`config.mk`:
```
export PLATFORM = sky130hd
export DESIGN_NAME = phase_clock_gen
export DESIGN_NICKNAME = d
export VERILOG_FILES = /design/src/rtl/phase_clock_gen.sv
export SDC_FILE = /design/constraint.sdc
export NUM_CORES = 1
export LEC_CHECK = 0
export ABC_AREA = 1
export CAP_MARGIN = 20
export CORE_UTILIZATION = 45
export DETAILED_ROUTE_END_ITERATION = 16
export GPL_TIMING_DRIVEN = 0
export MAX_ROUTING_LAYER = met4
export PLACE_DENSITY = 0.65
export SLEW_MARGIN = 20
export SYNTH_ARGS = -nofsm -noshare
export SYNTH_HDL_FRONTEND = slang
export SYNTH_SLANG_ARGS = --single-unit
```
`constraint.sdc`:
```
create_clock -name fpga_clk -period 6.3 [get_ports fpga_clk]
set_clock_uncertainty 0.2 [all_clocks]
set_input_delay 1.26 -clock fpga_clk [delete_from_list [all_inputs] [get_ports fpga_clk]]
set_output_delay 1.26 -clock fpga_clk [all_outputs]
set_load 0.02 [all_outputs]
```
`src/rtl/phase_clock_gen.sv`:
```
// Machine-cycle clock generator: divides fpga_clk into phi_0/phi_1/phi_2 with
// run-time low/high phase lengths, stretch, halt, strobes and a cycle counter.
module phase_clock_gen #(
    parameter int DIV_W   = 8,
    parameter int GAP     = 1,
    parameter int SKEW    = 1,
    parameter int STRETCH = 2,
    parameter int CNT_W   = 16
) (
    input  logic             fpga_clk,
    input  logic             reset,
    input  logic [DIV_W-1:0] div_lo,
    input  logic [DIV_W-1:0] div_hi,
    input  logic             stretch,
    input  logic             halt,
    output logic             phi_0,
    output logic             phi_1,
    output logic             phi_2,
    output logic             clk,
    output logic             phi2_fall,
    output logic [CNT_W-1:0] cycle_count
);

    localparam int EW = DIV_W + 1;
    localparam logic [0:0]    ST_LOW    = 1'b0;
    localparam logic [0:0]    ST_HIGH   = 1'b1;
    localparam logic [EW-1:0] LO_MIN    = EW'(2 * GAP + 1);
    localparam logic [EW-1:0] STRETCH_W = EW'(STRETCH);
    localparam logic [EW-1:0] GAP_W     = EW'(GAP);
    localparam logic [EW-1:0] ONE       = EW'(1);

    logic [0:0]       state_q, state_d;
    logic [EW-1:0]    cnt_q, cnt_d;
    logic [DIV_W-1:0] lo_lat_q, lo_lat_d;
    logic [DIV_W-1:0] hi_lat_q, hi_lat_d;
    logic             stretch_lat_q, stretch_lat_d;
    logic             phi_0_q, phi_0_d;
    logic             phi_1_q, phi_1_d;
    logic             clk_q, clk_d;
    logic             phi2_fall_q, phi2_fall_d;
    logic [CNT_W-1:0] cycle_count_q, cycle_count_d;
    logic [EW-1:0]    lo_eff, hi_eff, lo_eff_d, hi_eff_d;

    function automatic logic [EW-1:0] lo_eff_f(input logic [DIV_W-1:0] lo, input logic st);
        logic [EW-1:0] sum;
        sum = {1'b0, lo} + (st ? STRETCH_W : '0);
        return (sum < LO_MIN) ? LO_MIN : sum;
    endfunction

    function automatic logic [EW-1:0] hi_eff_f(input logic [DIV_W-1:0] hi);
        return (hi == '0) ? ONE : {1'b0, hi};
    endfunction

    always_comb begin
        lo_eff        = lo_eff_f(lo_lat_q, stretch_lat_q);
        hi_eff        = hi_eff_f(hi_lat_q);
        state_d       = state_q;
        cnt_d         = cnt_q;
        lo_lat_d      = lo_lat_q;
        hi_lat_d      = hi_lat_q;
        stretch_lat_d = stretch_lat_q;
        if (state_q == ST_LOW) begin
            if (cnt_q >= lo_eff - ONE) begin
                if (!halt) begin
                    state_d = ST_HIGH;
                    cnt_d   = '0;
                end else begin
                    cnt_d = lo_eff - ONE;
                end
            end else begin
                cnt_d = cnt_q + ONE;
            end
        end else begin
            // Divider settings are only sampled here, so a phase never changes length midway.
            if (cnt_q >= hi_eff - ONE) begin
                state_d       = ST_LOW;
                cnt_d         = '0;
                lo_lat_d      = div_lo;
                hi_lat_d      = div_hi;
                stretch_lat_d = stretch;
            end else begin
                cnt_d = cnt_q + ONE;
            end
        end

        // Outputs are registered from the next state so they line up with state_q.
        lo_eff_d      = lo_eff_f(lo_lat_d, stretch_lat_d);
        hi_eff_d      = hi_eff_f(hi_lat_d);
        phi_0_d       = (state_d == ST_HIGH);
        phi_1_d       = (state_d == ST_LOW) && (cnt_d >= GAP_W) && (cnt_d < lo_eff_d - GAP_W);
        clk_d         = (state_d == ST_HIGH) && (cnt_d == '0);
        phi2_fall_d   = (state_d == ST_HIGH) && (cnt_d == hi_eff_d - ONE);
        cycle_count_d = cycle_count_q + CNT_W'(clk_q);
    end

    always_ff @(posedge fpga_clk) begin
        if (reset) begin
            state_q       <= ST_LOW;
            cnt_q         <= '0;
            lo_lat_q      <= div_lo;
            hi_lat_q      <= div_hi;
            stretch_lat_q <= 1'b0;
            phi_0_q       <= 1'b0;
            phi_1_q       <= 1'b0;
            clk_q         <= 1'b0;
            phi2_fall_q   <= 1'b0;
            cycle_count_q <= '0;
        end else begin
            state_q       <= state_d;
            cnt_q         <= cnt_d;
            lo_lat_q      <= lo_lat_d;
            hi_lat_q      <= hi_lat_d;
            stretch_lat_q <= stretch_lat_d;
            phi_0_q       <= phi_0_d;
            phi_1_q       <= phi_1_d;
            clk_q         <= clk_d;
            phi2_fall_q   <= phi2_fall_d;
            cycle_count_q <= cycle_count_d;
        end
    end

    generate
        if (SKEW == 0) begin : g_no_skew
            assign phi_2 = phi_0_q;
        end else begin : g_skew
            logic [SKEW-1:0] skew_q, skew_d;
            genvar gi;
            for (gi = 0; gi < SKEW; gi++) begin : g_tap
                if (gi == 0) begin : g_first
                    assign skew_d[gi] = phi_0_q;
                end else begin : g_next
                    assign skew_d[gi] = skew_q[gi-1];
                end
            end
            always_ff @(posedge fpga_clk) begin
                if (reset) begin
                    skew_q <= '0;
                end else begin
                    skew_q <= skew_d;
                end
            end
            assign phi_2 = skew_q[SKEW-1];
        end
    endgenerate

    assign phi_0       = phi_0_q;
    assign phi_1       = phi_1_q;
    assign clk         = clk_q;
    assign phi2_fall   = phi2_fall_q;
    assign cycle_count = cycle_count_q;

endmodule

```
== Word level (Yosys, flattened, before mapping) ==
Index checks and enable logic that the tools add are counted.
Widths: inputs -> output; s select.
Word-level totals
  input port bits: 20
  output and inout bits: 21
  register bits after elaboration: 47
Operators by class
  reductions and logical operators: 7
  muxes and demuxes: 22
  order comparisons: 6
  bitwise gates (word level): 1
  $add $sub $neg: 8
  equality and inequality tests: 1
Operators with widths (count)
  $mux 8: 8
  $mux 9: 6
  $add 8x2->9: 2
  $ge 9x9->1: 2
  $lt 9x2->1 const B: 2
  $sub 8x1->9 const B: 2
  $sub 9x1->9 const B: 2
  $add 16x1->16: 1
  $logic_not 8->1: 2
  $add 9x1->9 const B: 1
  $eq 9x9->1: 1
  $ge 9x1->1 const B: 1
  $logic_not 9->1: 1
  $lt 9x9->1: 1
  $mux 1: 6
  $logic_and 1x1->1: 4
  $mux 2: 2
  $not 1->1: 1

== Depth between registers and ports, before layout ==
  depth after elaboration: 13
  depth in mapped cells: 45
  mapped depth without buffers: 44

== Worst setup path before layout ==
No wires, ideal clock.
  path type: register to register
  from: register hi_lat_q[4]
  to: register phi_1_q, in the netlist phi_1
  arrival: 5.293 ns
  clock period less this slack: 5.557 ns
  path slack: 0.743 ns
  library setup time: 0.064 ns
  stages on the path, launching flop included: 44
  cell sequence: dfxtp_1 nor2_1 inv_1 nor3_1 a31oi_1 ha_1 nand2_1 nor2_1 xor2_1 ha_1 nand2_1 nor2_2 nand2_1 nor2_2 nor2_2 nand2_4 nand2_4 buf_6 [8 not listed] nand2_1 nor2_2 nand2_2 nand2_2 inv_2 ha_1 nand2_1 nor2_1 nand3_1 xor2_1 ha_1 nand2_1 nor2_1 a211oi_1 o21ai_0 a311oi_1 nand2_1 nor2_1
On the way
  cells in the longest elaborated chain, start to end: 13
  elaborated cells between the ends (all ways): 22
  those cells by class: 3 x add/sub; 4 x order compare; 11 x mux; 1 x bitwise; 3 x reduce/logical
RTL lines
  from (decl): line 35  | logic [DIV_W-1:0] hi_lat_q, hi_lat_d;
  from (signal assigned): line 101  | hi_lat_q <= div_hi;
  from (signal assigned): line 112  | hi_lat_q <= hi_lat_d;
  $logic_not 8->1: line 51  | return (hi == '0) ? ONE : {1'b0, hi};
  $mux 8 (*): line 51
  $sub 8x1->9 (*): line 75  | if (cnt_q >= hi_eff - ONE) begin
  $ge 9x9->1 (*): line 75
  $mux 1 (*): line 75
  $mux 1 (*): line 62  | if (state_q == ST_LOW) begin
  net stretch_lat_d: line 36  | logic stretch_lat_q, stretch_lat_d;
  $mux 2 (*): line 46  | sum = {1'b0, lo} + (st ? STRETCH_W : '0);
  $add 8x2->9 (*): line 46
  $lt 9x2->1: line 47  | return (sum < LO_MIN) ? LO_MIN : sum;
  $mux 9 (*): line 47
  $sub 9x1->9 (*): line 90  | phi_1_d = (state_d == ST_LOW) && (cnt_d >= GAP_W) && (cnt_d < lo_eff_d - GAP_W);
  $lt 9x9->1 (*): line 90
  $logic_and 1x1->1 (*): line 90
  to (signal assigned): line 115  | phi_1_q <= phi_1_d;
  to (decl): line 38  | logic phi_1_q, phi_1_d;
Mark *: on every way through the listed nets, which the timed path passes. The rest lies on a longest branch.
A chain may end at the register's enable or synchronous reset.

== Worst setup path after layout ==
Same ends and word-level chain as after synthesis.

==> flow_summary_export.csv <==
group,metric,value,unit
synth,ys_top_cells_by_area,"dfxtp_1 23%, nand2_1 16%, ha_1 11%",
setup_path,slowest_delay,0.35,ns
synth,synth_nets,712,
drt,num_vias,4180,
clocking,clkTransAtPathRegs,0.09,ns
clocking,cts-hold-fix-buffers,0,
drt,firstDrtPassIters,5,
pwr,power.total,1.30,mW
placement,gp_congestion,0.935,
min_path,hold_depth,2,
timing,slew_headroom,0.561,
setup_path,arrival,5.89,ns
synth,synth_edf_count,0,
placement,postPlaceCellArea,4650,sq um
final_layout,fin_util,0.560,
job,cap_violations,0,
synth,synth-seq-area-share,0.228,
clocking,clk_latency,0.31,ns
drt,drtAntennaViolNets,0,
min_path,min_path_type,"reg2reg",
timing,hold_viol,0,
synth,post_synth_inst_count,655,
synth,synth_area,4130,sq um
floorplan,dieArea,9560,sq um
global_routing,antenna_found_initial,0,
timing,fmax,0.171,GHz
synth,ys_warn_count,0,
setup_path,cp.required,6.35,ns
clocking,cts_tree,"done",
timing,rsz0062_at_grt,"no",
global_routing,grt_overflow_total,0,
timing,period_minus_slack,5.84,ns
setup_path,critPathCaptureType,"register",
global_routing,track_usage,0.243,
drt,drc,0,
setup_path,regToRegSetupSlack,0.46,ns
final_layout,nNetsFinal,761,
pwr,vdd_ir_drop_max,0.000134,V
placement,portBuffers,39,
setup_path,reg2reg_depth,43,
clocking,cts_root_buf,"clkbuf_8",
synth,synthArstFlopShare,0,
setup_path,slowest_stage,"dfxtp_2",
synth,ys_ff_latch,47,
pwr,power_density,264,nW/um^2
synth,ys.flop_type,"dfxtp_1",
final_layout,fillers,849,
global_routing,grt_pass1_wl,18100,um
status,outcome,"completed",
setup_path,crit_top_cell,"nand2_1",
synth,netlist.area_leader.share,0.228,
clocking,clock_sinks,47,
pwr,p_leak,2.40,nW
clocking,numCtsBuffers,5,
drt,via_per_inst,5.14,
floorplan,rows,34,
clocking,htreeDepth,2,
placement,dp_hpwl,8690,um
clocking,cts_buffer_depth,2,
synth,synth.distinct_cells,40,
global_routing,grt_max_degree,15,
timing,finalCritPeriodShare,0.926,
floorplan,ios,41,
drt,drtIter0Drc,232,
final_layout,area_growth,19.4,%
final_layout,design_area,4930,sq um
floorplan,die_h,97.8,um
setup_path,cp_max_fo,10,
final_layout,diodes,0,
final_layout,drive_gt1_frac,0.116,
floorplan,die_w,97.8,um
drt,finalWirelength,10900,um
final_layout,multi_input_area,2870,sq um
final_layout,regArea,943,sq um
timing,report.final.slew_viol_count,0,
floorplan,core_area,8810,sq um
floorplan,initial_core_util,0.469,
synth,synth_top_cell_by_area,"dfxtp_1",
timing,worst_pin_slew,0.659,ns
synth,avgSynthCellArea,6.30,sq um
global_routing,grt_pass1_vias,3879,
setup_path,criticalPathCategory,"reg2reg",
timing,setup_viol,0,
setup_path,crit_path_start_kind,"register",
drt,wl_per_cell,13.4,um
==> final cells by class <==
| cell class | instances | share of cell area |
|---|---|---|
| repair buffers | 42 | 0.0838 |
| clock inverters | 2 | 0.0122 |
| clock buffers | 6 | 0.0147 |
| multi-input cells | 499 | 0.581 |
| plain buffers | 13 | 0.0157 |
| flip-flops and latches | 47 | 0.191 |
| inverters | 96 | 0.0736 |
| well taps | 108 | 0.0274 |
==> critical path: cells and delay by family (launching register included) <==
kind / cells / cell delay (ns)
xor+xnor: 2 / 0.31
simple gates: 26 / 2.33
compound gates: 5 / 0.76
buf+inv: 4 / 0.44
flops: 1 / 0.35
fa+ha+maj: 6 / 1.39
==> power by group <==
group	switching [mW]	internal [mW]
clock	0.109	0.159
combinational	0.417	0.242
sequential	0.0437	0.330
==> final timing paths <==
| check | startpoint | end |
|---|---|---|
| min reg2reg | cycle_count[15]$_SDFF_PP0_ | cycle_count[15]$_SDFF_PP0_ |
| min | cycle_count[15]$_SDFF_PP0_ | cycle_count[15]$_SDFF_PP0_ |
| max reg2reg | hi_lat_q[4]$_DFF_P_ | phi_1$_SDFF_PP0_ |
| max | hi_lat_q[4]$_DFF_P_ | phi_1$_SDFF_PP0_ |
==> synthesized netlist by cell type (3+ instances only) <==
| cell | count |
|---|---|
| or2_2 | 3 |
| a21oi_1 | 19 |
| nand3_1 | 42 |
| and3_1 | 3 |
| nand2_1 | 175 |
| ha_1 | 37 |
| nand4_1 | 18 |
| xor2_1 | 13 |
| o21ai_0 | 32 |
| nor2_1 | 71 |
| dfxtp_1 | 47 |
| nand3b_1 | 13 |
| o21ai_1 | 5 |
| nand2_2 | 14 |
| inv_1 | 89 |
| nor3_1 | 8 |
| inv_2 | 6 |
| xnor2_1 | 7 |
| nor2_2 | 10 |
| nand3_2 | 6 |
| clkbuf_1 | 7 |
==> stage by stage <==
stage	setup WS, ns	instances	TNS [ns]	hold WS (ns)
final	0.463	813	0	0.277
after global routing	0.00985	813	0	0.314
after floorplan	0.743	655	0	0.311
after global placement	-0.0200	802	-0.0200	0.251
after CTS	0.0185	811	0	0.277
after detailed placement	-0.118	802	-0.118	0.261
==> cell families (layout without fill, tap and decap cells) <==
logic type               count (synthesis)  count (layout)  share of synthesized area
buffers and inverters                  109             159                      0.105
multiplexers                             1               1                    0.00333
AO/OA/AOI/OAI                           72              72                     0.0973
adder cells (fa/ha/maj)                 37              37                      0.112
AND/OR/NAND/NOR                        368             368                      0.408
flip-flops                              47              47                      0.228
XOR/XNOR                                21              21                     0.0464
==> flip-flops by register name (all words and copies together) (netlist names) <==
name / cells
hi_lat_q: 8
stretch_lat_q: 1
phi_1: 1
lo_lat_q: 8
phi2_fall: 1
clk: 1
cycle_count: 16
phi_0: 1
phi_2: 1
cnt_q: 9
==> metal layers <==
metal  GRT usage  vias to the layer above  part of all wire
li1            -                     2205                 -
met1       0.314                     1879              0.48
met2       0.397                       84              0.46
met3      0.0293                       12             0.044
met4      0.0734                        0             0.017
met5           -                        -                 0
==> placed cells by master, fill, tap and decap left out, types with 18 or more instances in the layout <==
| cell type | netlist | routed |
|---|---|---|
| dfxtp_1 | 47 | 45 |
| clkdlybuf4s50_1 | 0 | 39 |
| nand4_1 | 18 | 18 |
| a21oi_1 | 19 | 19 |
| o21ai_0 | 32 | 30 |
| nor2_1 | 71 | 69 |
| nand3_1 | 42 | 42 |
| ha_1 | 37 | 33 |
| inv_1 | 89 | 88 |
| nand2_1 | 175 | 173 |
==> repair_timing <==
| item | in CTS | in global routing |
|---|---|---|
| buffers inserted | 1 | 2 |
| resized for setup | 4 | 26 |
| setup endpoints to repair | 1 | 1 |
| hold endpoints to repair | 0 | 0 |
| pin swaps | 1 | 9 |
(Power assumes the default switching activity.)
